File: src/rtl/ifu_pkg.sv
// Shared types and constants for the instruction fetch unit.
// Holds the fetch FSM state encoding, the canonical NOP and the default reset PC.
// Pure declarations: no logic, no timing, no flow control.
package ifu_pkg;

    // Fetch FSM states, 3-bit encoding.
    typedef enum logic [2:0] {
        REQ      = 3'd0,
        WAIT     = 3'd1,
        HOLD     = 3'd2,
        WAIT_NPC = 3'd3,
        MISALIGN = 3'd4
    } ifu_state_e;

    // addi x0, x0, 0 -- substituted whenever the fetched word must not be executed.
    localparam logic [31:0] NOP_INST = 32'h0000_0013;

    // Architectural PC after reset.
    localparam logic [31:0] RESET_PC_DEFAULT = 32'h8000_0000;

    // A fetch address is usable only if it is word aligned.
    function automatic logic pc_misaligned(input logic [1:0] pc_lsb);
        return pc_lsb != 2'b00;
    endfunction

endpackage

File: src/rtl/ifu_fetch.sv
// Instruction fetch unit: owns the PC, issues one imem read per instruction, holds it for decode.
// Latency: dnpc accepted -> inst_valid after 3 cycles with a zero-wait memory (REQ, WAIT, HOLD).
// Backpressure: REQ waits for imem_req_ready, WAIT waits for the response, HOLD waits for inst_ready.
module ifu_fetch
    import ifu_pkg::*;
#(
    parameter int                 WIDTH    = 32,
    parameter logic [WIDTH-1:0]   RESET_PC = WIDTH'(RESET_PC_DEFAULT)
) (
    input  logic                  clk,
    input  logic                  rst,

    input  logic                  dnpc_valid,
    input  logic [WIDTH-1:0]      dnpc,
    output logic [WIDTH-1:0]      pc,

    output logic                  imem_req_valid,
    input  logic                  imem_req_ready,
    output logic [WIDTH-1:0]      imem_addr,
    input  logic                  imem_resp_valid,
    input  logic [31:0]           imem_resp_data,
    input  logic                  imem_resp_err,

    output logic                  inst_valid,
    input  logic                  inst_ready,
    output logic [31:0]           inst,
    output logic [WIDTH-1:0]      inst_pc,
    output logic                  fetch_err
);

    ifu_state_e        state_q, state_d;
    logic [WIDTH-1:0]  pc_q, pc_d;
    logic [31:0]       inst_q, inst_d;
    logic [WIDTH-1:0]  inst_pc_q, inst_pc_d;
    logic              err_q, err_d;

    // State and datapath registers; reset loads the boot PC and a harmless NOP.
    always_ff @(posedge clk) begin
        if (rst) begin
            state_q   <= REQ;
            pc_q      <= RESET_PC;
            inst_q    <= NOP_INST;
            inst_pc_q <= RESET_PC;
            err_q     <= 1'b0;
        end else begin
            state_q   <= state_d;
            pc_q      <= pc_d;
            inst_q    <= inst_d;
            inst_pc_q <= inst_pc_d;
            err_q     <= err_d;
        end
    end

    // Next-state logic. pc moves only when a dnpc is accepted in HOLD (with the
    // decode handshake) or in WAIT_NPC; a dnpc strobe in any other state is dropped.
    always_comb begin
        state_d   = state_q;
        pc_d      = pc_q;
        inst_d    = inst_q;
        inst_pc_d = inst_pc_q;
        err_d     = err_q;

        unique case (state_q)
            REQ: begin
                if (imem_req_ready) begin
                    state_d = WAIT;
                end
            end

            WAIT: begin
                if (imem_resp_valid) begin
                    inst_d    = imem_resp_err ? NOP_INST : imem_resp_data;
                    inst_pc_d = pc_q;
                    err_d     = imem_resp_err;
                    state_d   = HOLD;
                end
            end

            HOLD: begin
                if (inst_ready) begin
                    if (dnpc_valid) begin
                        // Fast path: next PC arrives together with the consume.
                        pc_d    = dnpc;
                        state_d = pc_misaligned(dnpc[1:0]) ? MISALIGN : REQ;
                    end else begin
                        state_d = WAIT_NPC;
                    end
                end
            end

            WAIT_NPC: begin
                if (dnpc_valid) begin
                    pc_d    = dnpc;
                    state_d = pc_misaligned(dnpc[1:0]) ? MISALIGN : REQ;
                end
            end

            MISALIGN: begin
                // No memory access for an unaligned PC; report a fault in its place.
                inst_d    = NOP_INST;
                inst_pc_d = pc_q;
                err_d     = 1'b1;
                state_d   = HOLD;
            end

            default: begin
                state_d = REQ;
            end
        endcase
    end

    // Outputs depend on registered state only.
    always_comb begin
        pc             = pc_q;
        imem_addr      = pc_q;
        imem_req_valid = (state_q == REQ);
        inst_valid     = (state_q == HOLD);
        inst           = inst_q;
        inst_pc        = inst_pc_q;
        fetch_err      = err_q;
    end

endmodule
File: config.mk
export PLATFORM = sky130hd
export DESIGN_NAME = ifu_fetch
export DESIGN_NICKNAME = d
export VERILOG_FILES = /design/src/rtl/ifu_pkg.sv /design/src/rtl/ifu_fetch.sv
export SDC_FILE = /design/constraint.sdc
export NUM_CORES = 1
export LEC_CHECK = 0
export CORE_UTILIZATION = 37
export DETAILED_ROUTE_END_ITERATION = 7
export PLACE_DENSITY = 0.85
export SETUP_SLACK_MARGIN = 0.5
export SYNTH_ARGS = -nofsm -noshare
export SYNTH_HDL_FRONTEND = slang
export SYNTH_SLANG_ARGS = --single-unit
export TNS_END_PERCENT = 100
File: constraint.sdc
create_clock -name clk -period 1.6 [get_ports clk]
set_clock_uncertainty 0.05 [all_clocks]
set_input_delay 0.32 -clock clk [delete_from_list [all_inputs] [get_ports clk]]
set_output_delay 0.32 -clock clk [all_outputs]
set_load 0.01 [all_outputs]
==> results.py, run 1 <==
metrics = {
    "outcome": {
        "status": "complete, no violations",
    },
    "clocking": {
        "htreeDepth": 3,
        "postCtsHoldBufs": 0,
        "cts_root_buf": "clkbuf_16",
        "tritoncts": "built",
        "cts.sinks": 100,
        "cts_buffer_depth": 2,
        "cts_made_buffers": 9,
        "clkLatencyLatePin_ps": 330,
        "cts.clk_slew.worst_paths_ps": 70,
    },
    "cells_and_area": {
        "syn_to_final_growth_pct": 76.8,
        "multi_input_area_um2": 1810,
        "regArea_um2": 2170,
        "drive_above_1_share_pct": 57.1,
        "nets": 712,
        "n_antenna_cell": 0,
        "fin_util_pct": 66.9,
        "fillCellCount": 814,
    },
    "routing": {
        "routed.top_layer": "met4",
        "drtIter0Drc": 167,
        "avgRoutedWirePerCell_um": 16.1,
        "met3_length_um": 927,
        "via_count": 3826,
        "drc": 0,
        "vias_per_cell": 4.85,
        "drt_wl_total_um": 12700,
        "antenna_left": 0,
        "drt-pass1-iter-count": 4,
        "m1WireLength_um": 4760,
        "dr_wl_met2_um": 6790,
    },
    "min_path": {
        "hp-class": "in2reg",
    },
    "critical_path": {
        "arrival_ps": 1760,
        "setup.worst_path.class": "reg2reg",
        "path_max_fanout": 17,
        "cp.required_ps": 1770,
        "start_kind": "flip-flop",
        "endpoint_kind": "flip-flop",
    },
    "global_route": {
        "antenna_found_initial": 0,
        "grt_pass1_vias": 3729,
        "grt_max_degree": 69,
        "grt_overflow": 0,
        "grt_use_total_pct": 18.7,
        "grt_pass1_wl_um": 17600,
    },
    "pwr": {
        "intPower_w": 0.00463,
        "irDropWorstVdd_mv": 0.573,
        "power_frac_seq_pct": 43.9,
        "combPwrFrac_pct": 20.2,
        "power_frac_clock_pct": 35.9,
        "power_switching_w": 0.00155,
        "p_per_area_nw_per_um2": 813,
        "p_leak_nw": 3.05,
        "switching_share_pct": 25.1,
    },
    "place": {
        "io_buffers": 201,
        "hpwl_um": 7620,
        "gp_congestion": 0.794,
    },
    "synth": {
        "ys_warn_count": 0,
        "ys_seq_elements": 100,
        "syn_area_um2": 4300,
        "avgSynthCellArea_um2": 10.4,
        "synth_cell_types": 28,
        "syn_inst": 415,
        "synth_nets": 486,
        "yosysSeqAreaShare_pct": 46.5,
    },
    "sta": {
        "hold_viol_final": 0,
        "fin_crit_sh_pct": 99.4,
        "setup_viol": 0,
        "fin_setup_tns_ps": 0,
        "slew_headroom_pct": 59.6,
        "final_max_slew_viol_count": 0,
        "worst_slew_pin_slew_ps": 598,
        "max_freq_mhz": 629,
        "post-route-min-period_ps": 1590,
        "rsz0062_at_grt": "true",
    },
    "flow_run": {
        "drv_cap": 0,
    },
    "floorplan": {
        "pin_count": 202,
        "initial_core_util_pct": 37.8,
        "fp.dieW_um": 110,
        "core_area_um2": 11400,
        "fp.dieH_um": 110,
        "num_rows": 39,
        "dieArea_um2": 12100,
    },
}
## per-stage QoR
stage / instance area (um2) / hold slack [ps] / power (W) / instances / setup WS (ps)
6_report: 7610 / 220 / 0.00619 / 789 / 8.96
5_1_grt: 7610 / 215 / 0.00644 / 789 / -66.3
4_1_cts: 7040 / 205 / 0.00606 / 773 / 24.0
3_5_place_dp: 6300 / 405 / 0.00382 / 713 / -387
3_3_place_gp: 6300 / 401 / 0.00379 / 713 / -344
2_1_floorplan: 4370 / 399 / 0.00329 / 415 / 93.6
## final timing paths
path	start	cells after the start	to	slack, ps
worst max-delay path	state_q[0]	6	inst[26]	9
worst min-delay path	rst	2	inst_pc[3]	220
worst max register to register	state_q[0]	6	inst[26]	9
worst min register to register	fetch_err	1	fetch_err	420
## synthesized netlist by cell type (all sizes together)
master	n	area, um2
mux2i	33	330
nor4bb	1	25.0
o21bai	1	7.51
clkbuf	12	45.0
or2	1	6.26
o21ai	1	5.00
nor4	2	12.5
nor2	7	26.3
o32a	3	30.0
inv	32	120
nand2b	62	388
nor4b	1	8.76
and2	1	6.26
buf	54	419
a21oi	1	5.00
nand2	3	11.3
nor3	35	180
dfxtp	100	2000
a22o	29	254
nor3b	3	27.5
mux2	1	11.3
a211oi	31	373
o21a	1	7.51
## state kept, by name, summed over array words and instances (netlist names)
| signal | cells |
|---|---|
| inst | 32 |
| fetch_err | 1 |
| state_q | 3 |
| inst_pc | 32 |
| imem_addr | 32 |
## logic make-up (layout without fill, tap and decap cells)
group           Yosys count  after routing  share of synthesized area (%)
compound gates           67             67                           15.9
mux                      34             34                           7.94
flops                   100            100                           46.5
buf+inv                  98            329                           13.6
simple gates            116            116                           16.1
## placed cells by master, fill, tap and decap left out, drive strengths merged, types with 4 or more instances in the layout
cell type	n
a211oi	31
a22o	29
buf	203
clkbuf	16
clkdlybuf4s15	4
clkdlybuf4s50	67
dfxtp	100
inv	33
mux2i	33
nand2b	62
nor2	7
nor3	35
## power by group through the flow
stage | registers, W | clock network (W) | logic [W]
after global routing | 0.00273 | 0.00238 | 0.00133
after global placement | 0.00275 | 0 | 0.00104
final | 0.00272 | 0.00222 | 0.00125
after CTS | 0.00269 | 0.00228 | 0.00109
after detailed placement | 0.00275 | 0 | 0.00107
after floorplan | 0.00279 | 0 | 0.000503
## repair_timing
action	in CTS	in global routing
buffers inserted	41	13
cloned	3	3
setup endpoints to repair	231	231
pin swaps	2	20
gates resized for setup	424	364
## worst max-delay path, cell delays in order (launching register included)
cell,delay [ps]
dfxtp_4,360
buf_4,140
nor3b_4,220
buf_4,270
nor3_4,80
clkbuf_16,180
a22o_1,180
## routing by layer
layer	vias to the layer above	track usage, %
met3	17	5.28
met5	-	0
met1	1847	19.8
met2	125	35.4
li1	1837	-
met4	0	5.62
## cell type report
class / count / share of cell area [%]
timing repair buffer: 281 / 39.8
sequential: 100 / 28.5
multi-input combinational: 217 / 23.7
clock buffer: 11 / 3.19
tap: 143 / 2.35
inverter: 32 / 1.58
clock inverter: 5 / 0.790
No activity file was read; power rests on OpenSTA's default activity.
==> run 2, diff against run 1 <==
--- a/config.mk
+++ b/config.mk
@@ -5,9 +5,9 @@
 export SDC_FILE = /design/constraint.sdc
 export NUM_CORES = 1
 export LEC_CHECK = 0
-export CORE_UTILIZATION = 37
+export CORE_UTILIZATION = 29
 export DETAILED_ROUTE_END_ITERATION = 7
-export PLACE_DENSITY = 0.85
+export PLACE_DENSITY = 0.71
 export SETUP_SLACK_MARGIN = 0.5
 export SYNTH_ARGS = -nofsm -noshare
 export SYNTH_HDL_FRONTEND = slang
==> results.py, run 2 (synthesis gave the netlist of run 1 again) <==
metrics = {
    "cells_and_area": {
        "n_antenna_cell": 0,
        "fillCellCount": 1187,
        "nets": 736,
        "final_cell_mix": "139 x buf_6, 76 x dfxtp_2, 68 x clkdlybuf4s50_1",
        "fin_util_pct": 56.3,
        "drive_above_1_share_pct": 60.9,
        "mostFrequentLayoutCell": "buf_6",
        "syn_to_final_growth_pct": 89.4,
    },
    "place": {
        "hpwl_um": 8330,
        "io_buffers": 201,
        "place_ws_ps": -594,
        "gp_congestion": 0.708,
    },
    "sta": {
        "setup_viol": 0,
        "fin_crit_sh_pct": 99.9,
        "hold_viol_final": 0,
        "post-route-min-period_ps": 1600,
        "max_freq_mhz": 626,
        "worst_slew_pin_slew_ps": 380,
        "slew_headroom_pct": 74.6,
        "worst_slack_ps": 1.52,
        "rsz0062_at_grt": "true",
        "final_max_slew_viol_count": 0,
    },
    "min_path": {
        "hp-class": "reg2reg",
    },
    "clocking": {
        "cts.sinks": 100,
        "htreeDepth": 3,
        "cts_made_buffers": 9,
        "cts_root_buf": "clkbuf_16",
        "cts.clk_slew.worst_paths_ps": 70,
        "postCtsHoldBufs": 0,
        "cts_buffer_depth": 2,
        "clkLatencyLatePin_ps": 340,
        "tritoncts": "built",
    },
    "pwr": {
        "irDropWorstVdd_mv": 0.552,
        "p_leak_nw": 3.27,
        "switching_share_pct": 25.0,
        "combPwrFrac_pct": 22.9,
        "intPower_w": 0.00489,
        "power_frac_seq_pct": 41.7,
        "p_per_area_nw_per_um2": 800,
        "power_w": 0.00652,
        "power_switching_w": 0.00163,
        "power_frac_clock_pct": 35.4,
    },
    "critical_path": {
        "cp_slowest_cell": "dfxtp_4",
        "path_max_fanout": 7,
        "start_kind": "flip-flop",
        "endpoint_kind": "flip-flop",
        "path_cells": "nor4bb_4 > buf_4 > buf_6 > and2_4 > clkbuf_16 > a22o_1",
        "cp_top_family": "simple AND/OR/NAND/NOR gates",
        "cp.required_ps": 1830,
        "critPathBufInv": 3,
        "slowest_delay_ps": 360,
        "arrival_ps": 1830,
        "setup.worst_path.class": "reg2reg",
    },
    "global_route": {
        "grt_overflow": 0,
        "grt_max_degree": 59,
        "grt_pass1_vias": 3788,
        "grt_pass1_wl_um": 19100,
        "grt_use_total_pct": 16.6,
        "antenna_found_initial": 0,
    },
    "flow_run": {
        "drv_cap": 0,
    },
    "routing": {
        "vias_per_cell": 4.66,
        "drt-pass1-iter-count": 4,
        "drtIter0Drc": 123,
        "via_count": 3982,
        "avgRoutedWirePerCell_um": 17.1,
        "drt_wl_total_um": 14600,
        "drc": 0,
        "antenna_left": 0,
    },
    "floorplan": {
        "initial_core_util_pct": 29.7,
        "pin_count": 202,
        "dieArea_um2": 15300,
        "num_rows": 44,
        "core_area_um2": 14500,
        "fp.dieH_um": 124,
        "fp.dieW_um": 124,
    },
    "outcome": {
        "status": "complete, no violations",
    },
}
==> run 2: cell types whose count changed in the layout (fill, tap and decap cells not counted), moves of 3 or more <==
cell	change
buf_12	+3
buf_2	+3
buf_4	+12
buf_8	+3
clkbuf_16	+3
clkdlybuf4s15_2	-4
dfxtp_2	-4
nor3_1	-15
nor3_2	+3
nor3_4	+13
==> run 2: power by group through the flow <==
| stage | clock (W) | sequential, W | combinational (W) |
|---|---|---|---|
| 6_report | 0.00231 | 0.00272 | 0.00149 |
| 3_5_place_dp | 0 | 0.00275 | 0.00107 |
| 3_3_place_gp | 0 | 0.00275 | 0.00105 |
| 5_1_grt | 0.00246 | 0.00273 | 0.00158 |
| 4_1_cts | 0.00236 | 0.00269 | 0.00121 |
| 2_1_floorplan | 0 | 0.00279 | 0.000503 |
==> run 2: routing by layer <==
metal / part of all wire [%] / routed length, um / GRT usage [%]
met2: 52 / 7620 / 30.2
met1: 39 / 5640 / 17.9
met4: 1.5 / 212 / 6.02
met3: 7.6 / 1110 / 5.27
met5: 0 / 0 / 0
==> run 2: through the flow <==
step           setup TNS (ps)  cells  hold WS [ps]  instance area [um2]
6_report                    0    854           424                 8150
5_1_grt                  -356    854           435                 8150
4_1_cts                     0    825           406                 7310
3_5_place_dp           -36670    755           405                 6350
3_3_place_gp           -34820    755           403                 6350
2_1_floorplan               0    415           399                 4370
==> run 2: area by class of cell <==
cell class / instances / area [um2] / share of cell area (%)
sequential: 100 / 2170 / 26.7
timing repair buffer: 304 / 3330 / 40.9
clock buffer: 10 / 229 / 2.81
clock inverter: 6 / 86.3 / 1.06
tap: 184 / 230 / 2.83
multi-input combinational: 218 / 1970 / 24.2
inverter: 32 / 120 / 1.47
==> run 2: final timing paths <==
kind	startpoint	endpoint	slack [ps]	depth (start not counted)
hold / removal	fetch_err	fetch_err	420	1
hold reg to reg	fetch_err	fetch_err	420	1
setup / recovery	state_q[2]	inst[11]	2	6
setup reg to reg	state_q[2]	inst[11]	2	6
==> run 2: timing repair <==
item,in CTS,in global routing
gates resized for setup,504,338
endpoints found under the hold margin,0,0
setup endpoints to repair,231,231
buffers inserted,49,21
cloned,5,8
pin swaps,13,52
==> run 3, diff against run 2 <==
--- a/config.mk
+++ b/config.mk
@@ -9,6 +9,7 @@
 export DETAILED_ROUTE_END_ITERATION = 7
 export PLACE_DENSITY = 0.71
 export SETUP_SLACK_MARGIN = 0.5
+export SLEW_MARGIN = 25
 export SYNTH_ARGS = -nofsm -noshare
 export SYNTH_HDL_FRONTEND = slang
 export SYNTH_SLANG_ARGS = --single-unit
==> results of run 3 <==
Final layout, timing and power as in run 2 (identical DEF).
